File: config.mk
export PLATFORM = sky130hd
export DESIGN_NAME = ni_inject_flat
export DESIGN_NICKNAME = d
export VERILOG_FILES = /design/src/rtl/ni_inject_pkg.sv /design/src/rtl/ni_inject_if.sv /design/src/rtl/ni_inject_credit_ctr.sv /design/src/rtl/ni_inject.sv /design/src/flat_wrapper.sv
export SDC_FILE = /design/constraint.sdc
export NUM_CORES = 1
export LEC_CHECK = 0
export BUFFER_PORTS_ARGS = -buffer_cell sky130_fd_sc_hd__buf_2
export CAP_MARGIN = 20
export CORE_MARGIN = 5
export CORE_UTILIZATION = 43
export CTS_BUF_LIST = sky130_fd_sc_hd__clkbuf_8 sky130_fd_sc_hd__clkbuf_16
export CTS_CLUSTER_DIAMETER = 40
export CTS_CLUSTER_SIZE = 25
export DETAILED_ROUTE_END_ITERATION = 10
export GPL_TIMING_DRIVEN = 1
export PLACE_DENSITY = 0.74
export SLEW_MARGIN = 20
export SYNTH_ARGS = -nofsm -noshare
export SYNTH_HDL_FRONTEND = slang
export SYNTH_HIERARCHICAL = 1
export SYNTH_SLANG_ARGS = --single-unit
File: constraint.sdc
create_clock -name clk -period 3.4 [get_ports clk]
set_input_delay 0.34 -clock clk [delete_from_list [all_inputs] [get_ports clk]]
set_output_delay 0.34 -clock clk [all_outputs]
set_load 0.03 [all_outputs]
File: src/rtl/ni_inject_pkg.sv
// noc_ni_pkg: shared flit types, HEAD field slots, FSM states and credit sizing for the NI injection stage
package noc_ni_pkg;
  localparam logic [1:0] FT_IDLE = 2'b00;
  localparam logic [1:0] FT_HEAD = 2'b01;
  localparam logic [1:0] FT_BODY = 2'b10;
  localparam logic [1:0] FT_TAIL = 2'b11;
  localparam int HF_DSTX = 0;
  localparam int HF_DSTY = 1;
  localparam int HF_SRCX = 2;
  localparam int HF_SRCY = 3;
  localparam logic [0:0] ST_IDLE = 1'b0;
  localparam logic [0:0] ST_SEND = 1'b1;
  function automatic int cred_w(input int depth);
    return $clog2(depth + 1);
  endfunction
endpackage

File: src/rtl/ni_inject_if.sv
// ni_inject_if: core word stream plus router local-port link seen by the injection stage
interface ni_inject_if #(
  parameter int NVCH   = 2,
  parameter int VCHW   = 1,
  parameter int ARRAYW = 4,
  parameter int DATAW  = 32
);
  logic              in_valid;
  logic              in_ready;
  logic [DATAW-1:0]  in_data;
  logic              in_last;
  logic [ARRAYW-1:0] in_dst_x;
  logic [ARRAYW-1:0] in_dst_y;
  logic [DATAW+1:0]  odata;
  logic              ovalid;
  logic [VCHW-1:0]   ovch;
  logic [NVCH-1:0]   iack;
  logic [NVCH-1:0]   ilck;
  modport master (
    output in_valid, in_data, in_last, in_dst_x, in_dst_y, iack, ilck,
    input  in_ready, odata, ovalid, ovch
  );
  modport slave (
    input  in_valid, in_data, in_last, in_dst_x, in_dst_y, iack, ilck,
    output in_ready, odata, ovalid, ovch
  );
endinterface

File: src/rtl/ni_inject_credit_ctr.sv
// ni_credit_ctr: per-VC credit counter; saturates at DEPTH and flags a sticky overflow on a surplus ack
module ni_credit_ctr
  import noc_ni_pkg::*;
#(
  parameter int DEPTH = 4,
  localparam int CW = cred_w(DEPTH)
) (
  input  logic          clk,
  input  logic          rst,
  input  logic          inc,
  input  logic          dec,
  output logic [CW-1:0] count,
  output logic          nonzero,
  output logic          ovf
);
  localparam logic [CW-1:0] FULL = CW'(DEPTH);
  logic surplus;
  assign surplus = inc && !dec && count == FULL;
  assign nonzero = |count;
  always_ff @(posedge clk) begin
    if (rst) begin
      count <= FULL;
      ovf   <= 1'b0;
    end else begin
      count <= surplus ? count : count + CW'(inc) - CW'(dec);
      ovf   <= ovf | surplus;
    end
  end
endmodule

File: src/rtl/ni_inject.sv
// ni_inject: builds HEAD from destination coordinates and injects HEAD/BODY/TAIL flits into router port 4 under per-VC credit
module ni_inject
  import noc_ni_pkg::*;
#(
  parameter int NVCH      = 2,
  parameter int VCHW      = 1,
  parameter int BUF_DEPTH = 4,
  parameter int ARRAYW    = 4,
  parameter int DATAW     = 32
) (
  input  logic              clk,
  input  logic              rst,
  input  logic [ARRAYW-1:0] my_xpos,
  input  logic [ARRAYW-1:0] my_ypos,
  ni_inject_if.slave        bus,
  output logic              err
);
  localparam int CW = cred_w(BUF_DEPTH);
  logic [0:0]       state;
  logic [VCHW-1:0]  cur_vc;
  logic [VCHW-1:0]  sel;
  logic [NVCH-1:0]  nz;
  logic [NVCH-1:0]  ovf;
  logic [NVCH-1:0]  dec;
  logic [NVCH-1:0]  free;
  logic [DATAW-1:0] head;
  logic             send_head;
  logic             accept;
  assign free         = ~bus.ilck & nz;
  assign bus.in_ready = state == ST_SEND && nz[cur_vc];
  assign send_head    = state == ST_IDLE && bus.in_valid && |free;
  assign accept       = bus.in_valid && bus.in_ready;
  assign err          = |ovf;
  always_comb begin
    sel = '0;
    for (int i = NVCH - 1; i >= 0; i--)
      if (free[i]) sel = VCHW'(i);
  end
  always_comb begin
    head = '0;
    head[HF_DSTX*ARRAYW +: ARRAYW] = bus.in_dst_x;
    head[HF_DSTY*ARRAYW +: ARRAYW] = bus.in_dst_y;
    head[HF_SRCX*ARRAYW +: ARRAYW] = my_xpos;
    head[HF_SRCY*ARRAYW +: ARRAYW] = my_ypos;
  end
  for (genvar v = 0; v < NVCH; v++) begin : g_cc
    logic [CW-1:0] count;
    assign dec[v] = (send_head && sel == VCHW'(v)) || (accept && cur_vc == VCHW'(v));
    ni_credit_ctr #(.DEPTH(BUF_DEPTH)) u_cc (
      .clk(clk), .rst(rst), .inc(bus.iack[v]), .dec(dec[v]),
      .count(count), .nonzero(nz[v]), .ovf(ovf[v])
    );
  end
  always_ff @(posedge clk) begin
    if (rst) begin
      state      <= ST_IDLE;
      cur_vc     <= '0;
      bus.ovalid <= 1'b0;
      bus.odata  <= '0;
      bus.ovch   <= '0;
    end else begin
      bus.ovalid <= send_head || accept;
      if (send_head) begin
        cur_vc    <= sel;
        bus.ovch  <= sel;
        bus.odata <= {FT_HEAD, head};
        state     <= ST_SEND;
      end else if (accept) begin
        bus.ovch  <= cur_vc;
        bus.odata <= {bus.in_last ? FT_TAIL : FT_BODY, bus.in_data};
        if (bus.in_last) state <= ST_IDLE;
      end
    end
  end
endmodule

File: src/flat_wrapper.sv
// flat-port wrapper written by rule: the top's interface ports become plain ports
module ni_inject_flat import noc_ni_pkg::*;
#(
  parameter int NVCH      = 2,
  parameter int VCHW      = 1,
  parameter int BUF_DEPTH = 4,
  parameter int ARRAYW    = 4,
  parameter int DATAW     = 32
)
  (clk, rst, my_xpos, my_ypos, err, bus_in_valid, bus_in_data, bus_in_last, bus_in_dst_x, bus_in_dst_y, bus_iack, bus_ilck, bus_in_ready, bus_odata, bus_ovalid, bus_ovch);
  ni_inject_if #(.NVCH(NVCH), .VCHW(VCHW), .ARRAYW(ARRAYW), .DATAW(DATAW)) bus_i ();
  input  logic clk;
  input  logic rst;
  input  logic [ARRAYW-1:0] my_xpos;
  input  logic [ARRAYW-1:0] my_ypos;
  output logic err;
  input wire logic [$bits(bus_i.in_valid)-1:0] bus_in_valid;
  input wire logic [$bits(bus_i.in_data)-1:0] bus_in_data;
  input wire logic [$bits(bus_i.in_last)-1:0] bus_in_last;
  input wire logic [$bits(bus_i.in_dst_x)-1:0] bus_in_dst_x;
  input wire logic [$bits(bus_i.in_dst_y)-1:0] bus_in_dst_y;
  input wire logic [$bits(bus_i.iack)-1:0] bus_iack;
  input wire logic [$bits(bus_i.ilck)-1:0] bus_ilck;
  output wire logic [$bits(bus_i.in_ready)-1:0] bus_in_ready;
  output wire logic [$bits(bus_i.odata)-1:0] bus_odata;
  output wire logic [$bits(bus_i.ovalid)-1:0] bus_ovalid;
  output wire logic [$bits(bus_i.ovch)-1:0] bus_ovch;
  assign bus_i.in_valid = bus_in_valid;
  assign bus_i.in_data = bus_in_data;
  assign bus_i.in_last = bus_in_last;
  assign bus_i.in_dst_x = bus_in_dst_x;
  assign bus_i.in_dst_y = bus_in_dst_y;
  assign bus_i.iack = bus_iack;
  assign bus_i.ilck = bus_ilck;
  assign bus_in_ready = bus_i.in_ready;
  assign bus_odata = bus_i.odata;
  assign bus_ovalid = bus_i.ovalid;
  assign bus_ovch = bus_i.ovch;
  ni_inject #(.NVCH(NVCH), .VCHW(VCHW), .BUF_DEPTH(BUF_DEPTH), .ARRAYW(ARRAYW), .DATAW(DATAW)) u_core (.clk(clk), .rst(rst), .my_xpos(my_xpos), .my_ypos(my_ypos), .bus(bus_i), .err(err));
endmodule
==> metrics.txt, run 1 <==
Syn Inst Count 235; number of max-capacitance violations reported 0; unrepaired setup endpoints after global routing no; residual overflow from global routing 0; final period utilization 78.92%; terminating pin of the worst hold path u_core/state; DP Wirelength 3.619 mm; worst slack after detailed placement 0.7506 ns; number of global-route vias before repair 1,885; post-route setup slack 0.7167 ns; final wirelength 4.887 mm; nets in the synthesized netlist 297; global-route wire length before repair 8.010 mm; share of Yosys cell area claimed by the top area cell type 43.14%; synthesized area divided by synthesized cell count 9.083 um^2; Die Footprint 6473 um^2; pwr dens 584.1 nW/um^2; synthesis-to-finish area growth 26.20%; final weighted congestion in routability-driven placement 0.7539; post-synthesis async set-or-reset flop share 0%; CORE AREA 4786 um^2; Worst R2R End u_core/g_cc[1].u_cc/count[2]; Synth area leader dfxtp_1; placed cell count 384; count of different cell masters after synthesis 36; count of antenna diodes in the layout 0; via count of the routed design 1,893; effective utilization at floorplan 44.60%; instance area at placement 2603 um^2; worst reg2reg path startpoint u_core/g_cc[0].u_cc/count[1]; final core area utilization 56.29%; fillers 455; final count of pins violating max slew 0; Syn Std Cell Area 2135 um^2; number of rows in the core area 25; hold-fix buffer count after cts 0; Setup Viol. Count Final 0; final instance area 2694 um^2; Hold WC Path Type in2reg; minimum clock period 2.683 ns; fin cells 392; cell count of the worst reg-to-reg path 12; post-route setup TNS 0 ns; Pre-Repair DR Iteration Count 4; CTS Root Cell clkbuf_8; number of antenna violations at the first check in global routing 0; cell leakage power 1.262 nW; run status completed; most instantiated flip-flop cell in the synthesis netlist dfxtp_1; highest achievable clock rate 0.3727 GHz; required time of the worst setup path 3.58 ns; DRT iter0 DRCs 83; post-route ant nets 0; number of primary I/O pins 94; most frequently used cell type in the post-synthesis netlist nand2_1; setup clock skew after layout 0.005133 ns; global-route usage over all layers 15.54%; number of vias per cell 4.829; Clock Sink Count 46; type of element capturing the critical path register; Synth top cells by count 48 x nand2_1, 46 x dfxtp_1, 26 x a21oi_1, 23 x inv_1, 10 x nor2_1; number of remaining DRC errors 0; buffers inserted by post-CTS timing repair 0; critical path launch point type register; insertion delay to the later sink of the worst-skew pair 0.29 ns; hold depth 2; setup slack of the most critical reg-to-reg path 0.72 ns; CTS buffer count 5; maximum VDD drop 0.3265 mV; Die Span Y 80.46 um; post-CTS clock slew at the launch and capture registers of the worst setup and hold paths 0.08 ns; H-tree levels 2; maximum fanout along the worst path 4; Seq/Total Area, Yosys 43.14%; number of gates resized after CTS 0; number of nets in the layout 386; Worst-Margin Slew 0.8152 ns; routed length per placed instance 12.47 um; number of buffer cells added on primary ports 93; largest net degree at the start of global routing 37; buffers from clock root to sink, at most 2; HP Start bus_in_last; Fin. Hold Viols 0; number of warnings printed during yosys synthesis 6; share of final-layout standard cells stronger than drive strength 1 42.15%; TritonCTS clock tree yes; EDFF count, synth 0; worst endpoint data arrival time 2.86 ns; Slew Limit Headroom 45.52%; startpoint-to-endpoint class of the critical path reg2reg; Yosys reg bits 46; die width 80.46 um; Synth area leaders dfxtp_1 43%, nand2_1 8.4%, a21oi_1 6.1%
## cell families after synthesis
kind of cell | share of synthesized area (%)
simple gates | 18.99
compound gates | 21.57
flops | 43.14
buf+inv | 9.261
fa+ha+maj | 4.221
xor+xnor | 1.642
mux | 1.172
## cell type report
type,count,area (um^2),area share (%)
inverters,23,86.33,3.205
well taps,67,83.83,3.112
flip-flops and latches,46,920.9,34.18
clock inverters,2,8.758,0.3251
repair buffers,97,495.5,18.39
multi-input cells,151,1016,37.71
clock buffers,6,82.58,3.065
## critical path, cell delays in order (launching register included)
cell	delay, ns
dfxtp_1	0.36
or3_1	0.42
nor2b_4	0.16
o31ai_1	0.16
and3_1	0.22
ha_1	0.24
inv_1	0.06
ha_1	0.13
inv_1	0.05
fa_1	0.37
xor2_1	0.17
xnor2_1	0.14
nand2_1	0.07
## through the flow
step                      hold WS [ns]  total power [mW]
after floorplan                 0.4124             1.127
after global placement          0.4393             1.247
after detailed placement        0.4488             1.262
after CTS                       0.2345             1.600
after global routing            0.2456             1.686
final                           0.2437             1.573
## where the power goes
part | total, mW | internal (mW) | switching, mW
sequential | 0.680 | 0.622 | 0.0581
clock | 0.328 | 0.161 | 0.167
combinational | 0.566 | 0.220 | 0.346
total | 1.57 | 1.00 | 0.571
## metal layers
| layer | share of wire (%) | vias to the layer above | track usage (%) |
|---|---|---|---|
| met5 | 0 | - | 0 |
| met1 | 44 | 862 | 19.17 |
| met2 | 46 | 66 | 26.08 |
| met4 | 1.2 | 0 | 4.730 |
| li1 | - | 958 | - |
| met3 | 8.7 | 7 | 4.484 |
## layout by cell type, fill, tap and decap left out, drive strengths merged, types with 3 or more instances in the layout
cell type	n
nand2	48
nor2b	6
dfxtp	46
buf	97
a221oi	11
inv	24
or2	3
nor2	14
clkbuf	6
nor3	5
a2111oi	5
ha	4
a21oi	35
## worst max path at each step
stage	startpoint	endpoint	slack [ns]	depth (start not counted)
after floorplan	u_core/g_cc[0].u_cc/count[1]	u_core/g_cc[1].u_cc/count[2]	0.89	12
after global placement	u_core/g_cc[0].u_cc/count[1]	u_core/g_cc[1].u_cc/count[2]	0.82	12
after detailed placement	u_core/g_cc[0].u_cc/count[1]	u_core/g_cc[1].u_cc/count[2]	0.75	12
after CTS	u_core/g_cc[0].u_cc/count[1]	u_core/g_cc[1].u_cc/count[2]	0.72	12
after global routing	u_core/g_cc[0].u_cc/count[1]	u_core/g_cc[1].u_cc/count[2]	0.55	12
final	u_core/g_cc[0].u_cc/count[1]	u_core/g_cc[1].u_cc/count[2]	0.72	12
## flip-flops by register name, indices dropped and copies added (netlist names)
name,flops
u_core/cur_vc,1
u_core/bus.ovch,1
u_core/bus.odata,34
u_core/g_cc.u_cc/count,6
u_core/g_cc.u_cc/ovf,2
u_core/state,1
u_core/bus.ovalid,1
(Power assumes the default switching activity.)
==> run 2: changes to the inputs <==
--- a/config.mk
+++ b/config.mk
@@ -8,13 +8,13 @@
 export BUFFER_PORTS_ARGS = -buffer_cell sky130_fd_sc_hd__buf_2
 export CAP_MARGIN = 20
 export CORE_MARGIN = 5
-export CORE_UTILIZATION = 43
+export CORE_UTILIZATION = 42
 export CTS_BUF_LIST = sky130_fd_sc_hd__clkbuf_8 sky130_fd_sc_hd__clkbuf_16
 export CTS_CLUSTER_DIAMETER = 40
 export CTS_CLUSTER_SIZE = 25
 export DETAILED_ROUTE_END_ITERATION = 10
 export GPL_TIMING_DRIVEN = 1
-export PLACE_DENSITY = 0.74
+export PLACE_DENSITY = 0.75
 export SLEW_MARGIN = 20
 export SYNTH_ARGS = -nofsm -noshare
 export SYNTH_HDL_FRONTEND = slang
==> constraint.sdc (replaced) <==
create_clock -name clk -period 2.4 [get_ports clk]
set_input_delay 0.24 -clock clk [delete_from_list [all_inputs] [get_ports clk]]
set_output_delay 0.24 -clock clk [all_outputs]
set_load 0.03 [all_outputs]
==> run 2 against run 1 <==
  * The run now ends with setup timing left
  * Wire length is essentially flat
  * Power grew 44%
  * Via count shrank 0.21%
  * Clock skew grew 0.0031 ns
==> metrics.txt, run 2 (synthesized netlist as in run 1, its figures left out) <==
Pre-Repair DR Iteration Count 4; Hold WC Path Type in2reg; number of primary I/O pins 94; final instance area 2773 um^2; post-CTS clock slew at the launch and capture registers of the worst setup and hold paths 0.08 ns; via count of the routed design 1,889; largest register by flop count u_core/bus.odata; worst endpoint data arrival time 2.68 ns; total net switching power 825.1 uW; largest net degree at the start of global routing 37; CTS Root Cell clkbuf_8; post-route setup slack -0.1059 ns; number of nets in the layout 395; Die Span Y 81.29 um; routed length on met3 408 um; DP Wirelength 3.754 mm; pwr dens 819.9 nW/um^2; number of remaining DRC errors 0; H-tree levels 2; Worst-Margin Slew 0.8097 ns; TritonCTS clock tree yes; count of antenna diodes in the layout 0; DRT iter0 DRCs 82; global-route wire length before repair 7.803 mm; number of antenna violations at the first check in global routing 0; final hold slack 0.1464 ns; number of vias per cell 4.687; Routed met1 length 2.090 mm; global-route usage over all layers 15.10%; number of buffer cells added on primary ports 93; sequential fraction of design power 41.7%; final period utilization 104.4%; setup clock skew after layout 0.008228 ns; critical path launch point type register; max reg flops 34; CORE AREA 5010 um^2; leading cell type in the layout, fill and taps excluded buf_2; Fin. Hold Viols 0; effective utilization at floorplan 42.61%; Clock Sink Count 46; maximum fanout along the worst path 2; hold-fix buffer count after cts 0; minimum clock period 2.506 ns; final count of pins violating max slew 0; buffers from clock root to sink, at most 2; die width 81.29 um; number of rows in the core area 26; routed length per placed instance 12.13 um; Clock power frac 19.2%; instance area at placement 2675 um^2; startpoint-to-endpoint class of the critical path reg2reg; switching part of the total power 36.29%; final wirelength 4.888 mm; number of max-capacitance violations reported 0; run status complete, but fails checks; insertion delay to the later sink of the worst-skew pair 0.29 ns; Setup Viol. Count Final 2; registers with the highest flip-flop counts u_core/bus.odata x34, u_core/g_cc.u_cc/count x6, u_core/g_cc.u_cc/ovf x2; required time of the worst setup path 2.57 ns; violations in the final reports setup timing; number of global-route vias before repair 1,829; Die Footprint 6608 um^2; cell leakage power 1.299 nW; highest achievable clock rate 0.3991 GHz; CTS buffer count 5; residual overflow from global routing 0; final weighted congestion in routability-driven placement 0.7528; Logic pwr share 39.1%; met2 routed WL 2.346 mm; cell internal power dissipation 1.448 mW; maximum VDD drop 0.4022 mV; post-route ant nets 0; worst slack after detailed placement -0.06894 ns; Slew Limit Headroom 46.02%; share of final-layout standard cells stronger than drive strength 1 46.25%; highest routing layer actually used met4; most frequent cells in the layout 93 x buf_2, 48 x nand2_1, 44 x dfxtp_1, 26 x a21oi_1, 22 x inv_1; unrepaired setup endpoints after global routing yes; synthesis-to-finish area growth 29.89%; type of element capturing the critical path register
==> run 2: final timing paths <==
check	from	end	slack, ns	depth (start not counted)
min	bus_in_last	u_core/state	0.15	2
max reg2reg	u_core/g_cc[0].u_cc/count[0]	u_core/g_cc[1].u_cc/count[2]	-0.11	12
min reg2reg	u_core/bus.odata[19]	u_core/bus.odata[19]	0.45	2
max	u_core/g_cc[0].u_cc/count[0]	u_core/g_cc[1].u_cc/count[2]	-0.11	12
==> run 2: worst max-delay path, cell delays in order (launching register included) <==
cell and delay (ns):
dfxtp_2 0.32, or3_4 0.38, nor2b_4 0.14, o31ai_2 0.16, and3_1 0.20, ha_1 0.23
inv_1 0.06, ha_2 0.16, inv_2 0.03, fa_2 0.33, xor2_1 0.19, xnor2_1 0.13
nand2_1 0.06
==> run 2: per-stage QoR <==
stage | TNS [ns] | utilization [%] | cells | power, mW
2_1_floorplan | -0.03617 | - | 235 | 1.605
3_3_place_gp | -0.01436 | 53.40 | 395 | 1.820
3_5_place_dp | -0.06894 | 53.40 | 395 | 1.854
4_1_cts | -0.08005 | 54.97 | 402 | 2.292
5_1_grt | -0.3771 | 55.34 | 403 | 2.425
6_report | -0.1300 | 55.34 | 403 | 2.273
==> run 2: metal layers <==
layer  global-route usage, %  vias to the layer above
met5                       0                        -
met1                   16.96                      857
met3                   5.211                        5
met4                   4.392                        0
met2                   26.79                       51
li1                        -                      976
==> run 2: cell type report <==
class | count | area (um^2)
Sequential cell | 46 | 923.4
Fill cell | 490 | 2237
Clock inverter | 2 | 10.01
Inverter | 23 | 86.33
Multi-Input combinational cell | 151 | 1033
Timing Repair Buffer | 106 | 563.0
Clock buffer | 5 | 68.82
Tap cell | 70 | 87.58
==> run 2: repair_timing <==
item	in CTS	in global routing
gates cloned	0	0
pin swaps	0	6
gates resized for setup	0	5
buffers inserted	0	1
setup endpoints to repair	1	3
==> run 2: power by group through the flow <==
stage | logic (mW) | registers, mW | clock network (mW)
CTS | 0.890 | 0.948 | 0.454
global route | 0.974 | 0.964 | 0.486
finish | 0.889 | 0.949 | 0.436
detailed placement | 0.889 | 0.965 | 0
floorplan | 0.499 | 1.11 | 0
global placement | 0.861 | 0.959 | 0
==> run 3: changes to the inputs <==
--- a/config.mk
+++ b/config.mk
@@ -18,5 +18,4 @@
 export SLEW_MARGIN = 20
 export SYNTH_ARGS = -nofsm -noshare
 export SYNTH_HDL_FRONTEND = slang
-export SYNTH_HIERARCHICAL = 1
 export SYNTH_SLANG_ARGS = --single-unit
==> constraint.sdc (replaced) <==
create_clock -name clk -period 2.4 [get_ports clk]
set_input_delay 0.24 -clock clk [delete_from_list [all_inputs] [get_ports clk]]
set_output_delay 0.24 -clock clk [all_outputs]
set_load 0.05 [all_outputs]
==> run 3 against run 2 <==
  * The flow now finishes without violations
  * Highest routed layer unchanged
  * Synthesized cell count is 1.7% higher
  * Hold slack better by 0.022 ns
  * Setup slack improved by 0.17 ns
  * First-iteration DRC count fell by 16%
  * Fmax grew 7.5%
  * Register-to-register slack gained 0.17 ns
  * Clock power is 31% higher
==> metrics.txt, run 3 <==
cell leakage power 1.240 nW; run status completed; final weighted congestion in routability-driven placement 0.7794; Clock Sink Count 46; Die Span Y 81.56 um; CORE AREA 5042 um^2; worst endpoint data arrival time 2.51 ns; synthesis-to-finish area growth 28.85%; critical-path cell list or3_4, o211ai_1, o21ai_1, ha_1, inv_1, ha_1, inv_1, fa_2, xor2_1, xnor2_1, nand2_1; largest register by flop count u_core.bus.odata; number of buffers and inverters on the critical path 2; post-route ant nets 0; setup clock skew after layout 0.004523 ns; critical path launch point type register; overall power after layout 2.634 mW; final wirelength 5.171 mm; number of rows in the core area 26; CTS Root Cell clkbuf_8; TritonCTS clock tree yes; number of global-route vias before repair 1,810; final count of pins violating max slew 0; Yosys reg bits 46; Synth top cells by count 70 x nand2_1, 46 x dfxtp_1, 21 x nor2_1, 19 x a21oi_1, 10 x a311oi_2; buffers inserted by post-CTS timing repair 0; most frequently used cell type in the post-synthesis netlist nand2_1; number of nets in the layout 399; synthesized area divided by synthesized cell count 8.999 um^2; Pre-Repair DR Iteration Count 4; largest net degree at the start of global routing 37; number of antenna violations at the first check in global routing 0; number of vias per cell 4.855; die width 81.56 um; Hold WC Path Type in2reg; Die Footprint 6652 um^2; post-route setup TNS 0 ns; Syn Std Cell Area 2151 um^2; CTS buffer count 5; residual overflow from global routing 0; hold-fix buffer count after cts 0; share of final-layout standard cells stronger than drive strength 1 40.24%; DP Wirelength 3.826 mm; count of antenna diodes in the layout 0; global-route wire length before repair 8.114 mm; highest achievable clock rate 0.4289 GHz; number of primary I/O pins 94; global-route usage over all layers 15.40%; post-synthesis async set-or-reset flop share 0%; count of different cell masters after synthesis 41; Worst-Margin Slew 0.6598 ns; routed length per placed instance 12.67 um; minimum clock period 2.332 ns; H-tree levels 2; Setup Viol. Count Final 0; Slew Limit Headroom 56.01%; maximum fanout along the worst path 4; share of Yosys cell area claimed by the top area cell type 42.82%; number of max-capacitance violations reported 0; via count of the routed design 1,981; post-CTS clock slew at the launch and capture registers of the worst setup and hold paths 0.09 ns; leading cell type in the layout, fill and taps excluded buf_2; registers with the highest flip-flop counts u_core.bus.odata x34, u_core.g_cc.u_cc.count x6, u_core.g_cc.u_cc.ovf x2; Syn Inst Count 239; fillers 486; required time of the worst setup path 2.58 ns; most frequent cells in the layout 93 x buf_2, 70 x nand2_1, 44 x dfxtp_1, 21 x nor2_1, 19 x a21oi_1; fin cells 408; most instantiated flip-flop cell in the synthesis netlist dfxtp_1; DRT iter0 DRCs 69; Top Family by Delay on Critical Path adder cells; max reg flops 34; Synth area leader dfxtp_1; EDFF count, synth 0; number of remaining DRC errors 0; Seq/Total Area, Yosys 42.82%; maximum VDD drop 0.5401 mV; startpoint-to-endpoint class of the critical path reg2reg; effective utilization at floorplan 42.66%; cell with the largest stage delay on the worst path or3_4; largest stage delay on the critical path 0.39 ns; pwr dens 950.4 nW/um^2; number of warnings printed during yosys synthesis 0; nets in the synthesized netlist 301; final period utilization 97.15%; number of buffer cells added on primary ports 93; Synth area leaders dfxtp_1 43%, nand2_1 12%, a311oi_2 7.0%; insertion delay to the later sink of the worst-skew pair 0.30 ns; placed cell count 400; unrepaired setup endpoints after global routing yes; type of element capturing the critical path register; Fin. Hold Viols 0; buffers from clock root to sink, at most 2
[run 3: changes by cell type after synthesis, sizes merged, moves of 3 or more]
cell,before,now
nor2,14,21
nor2b,6,2
nand2,48,70
a31oi,0,3
inv,23,9
clkbuf,1,7
buf,14,8
a311oi,0,17
a221oi,11,0
a2111oi,5,0
a21oi,35,19
[run 3: path summary, 6_finish.rpt]
check | from | to | slack (ns) | cells after the start
max | u_core.g_cc[1].u_cc.count[0] | u_core.g_cc[1].u_cc.count[2] | 0.07 | 11
max reg2reg | u_core.g_cc[1].u_cc.count[0] | u_core.g_cc[1].u_cc.count[2] | 0.07 | 11
min | bus_in_data[28] | u_core.bus.odata[28] | 0.17 | 3
min reg2reg | u_core.bus.odata[28] | u_core.bus.odata[28] | 0.45 | 2
[run 3: layout make-up]
class                   instances  area (um^2)  area share (%)
clock inverters                 3        45.04           1.625
multi-input cells             168         1042           37.61
clock buffers                   5        68.82           2.483
flip-flops and latches         46        923.4           33.32
well taps                      70        87.58           3.160
inverters                       9        33.78           1.219
repair buffers                107        570.5           20.59
[run 3: tightest hold or removal path, stage by stage]
cell	delay, ns
buf_2	0.09
nand2_1	0.04
a21oi_1	0.05
[run 3: power breakdown]
part           switching, mW  leakage, nW  total [mW]  internal (mW)
combinational          0.702        0.811        1.08          0.378
sequential            0.0903        0.378       0.984          0.893
clock                  0.260       0.0504       0.570          0.310
[run 3: logic make-up after synthesis]
kind of cell | synth area share [%]
buffers and inverters | 9.249
AO/OA/AOI/OAI | 20.13
adder cells (fa/ha/maj) | 4.189
XOR/XNOR | 1.629
flip-flops | 42.82
AND/OR/NAND/NOR | 21.99
[run 3: per-stage QoR]
stage | hold slack (ns) | setup slack [ns] | area [um^2] | utilization (%)
2_1_floorplan | 0.3734 | 0.06057 | 2151 | -
3_3_place_gp | 0.4391 | 0.06733 | 2644 | 52.43
3_5_place_dp | 0.4430 | -0.002200 | 2644 | 52.43
4_1_cts | 0.1585 | 0.02565 | 2758 | 54.69
5_1_grt | 0.1589 | -0.06955 | 2771 | 54.96
6_report | 0.1687 | 0.06839 | 2771 | 54.96
[run 3: repair_timing]
item / CTS / global route
resized for setup: 1 / 6
endpoints found under the hold margin: 0 / 0
pin swaps: 0 / 1
setup endpoints to repair: 1 / 2
[run 3: layer usage]
layer	wire [um]	GRT usage, %	vias up
met2	2421	25.90	64
li1	-	-	1005
met5	0	0	-
met1	2278	18.73	906
met3	428	4.825	6
met4	42	4.730	0
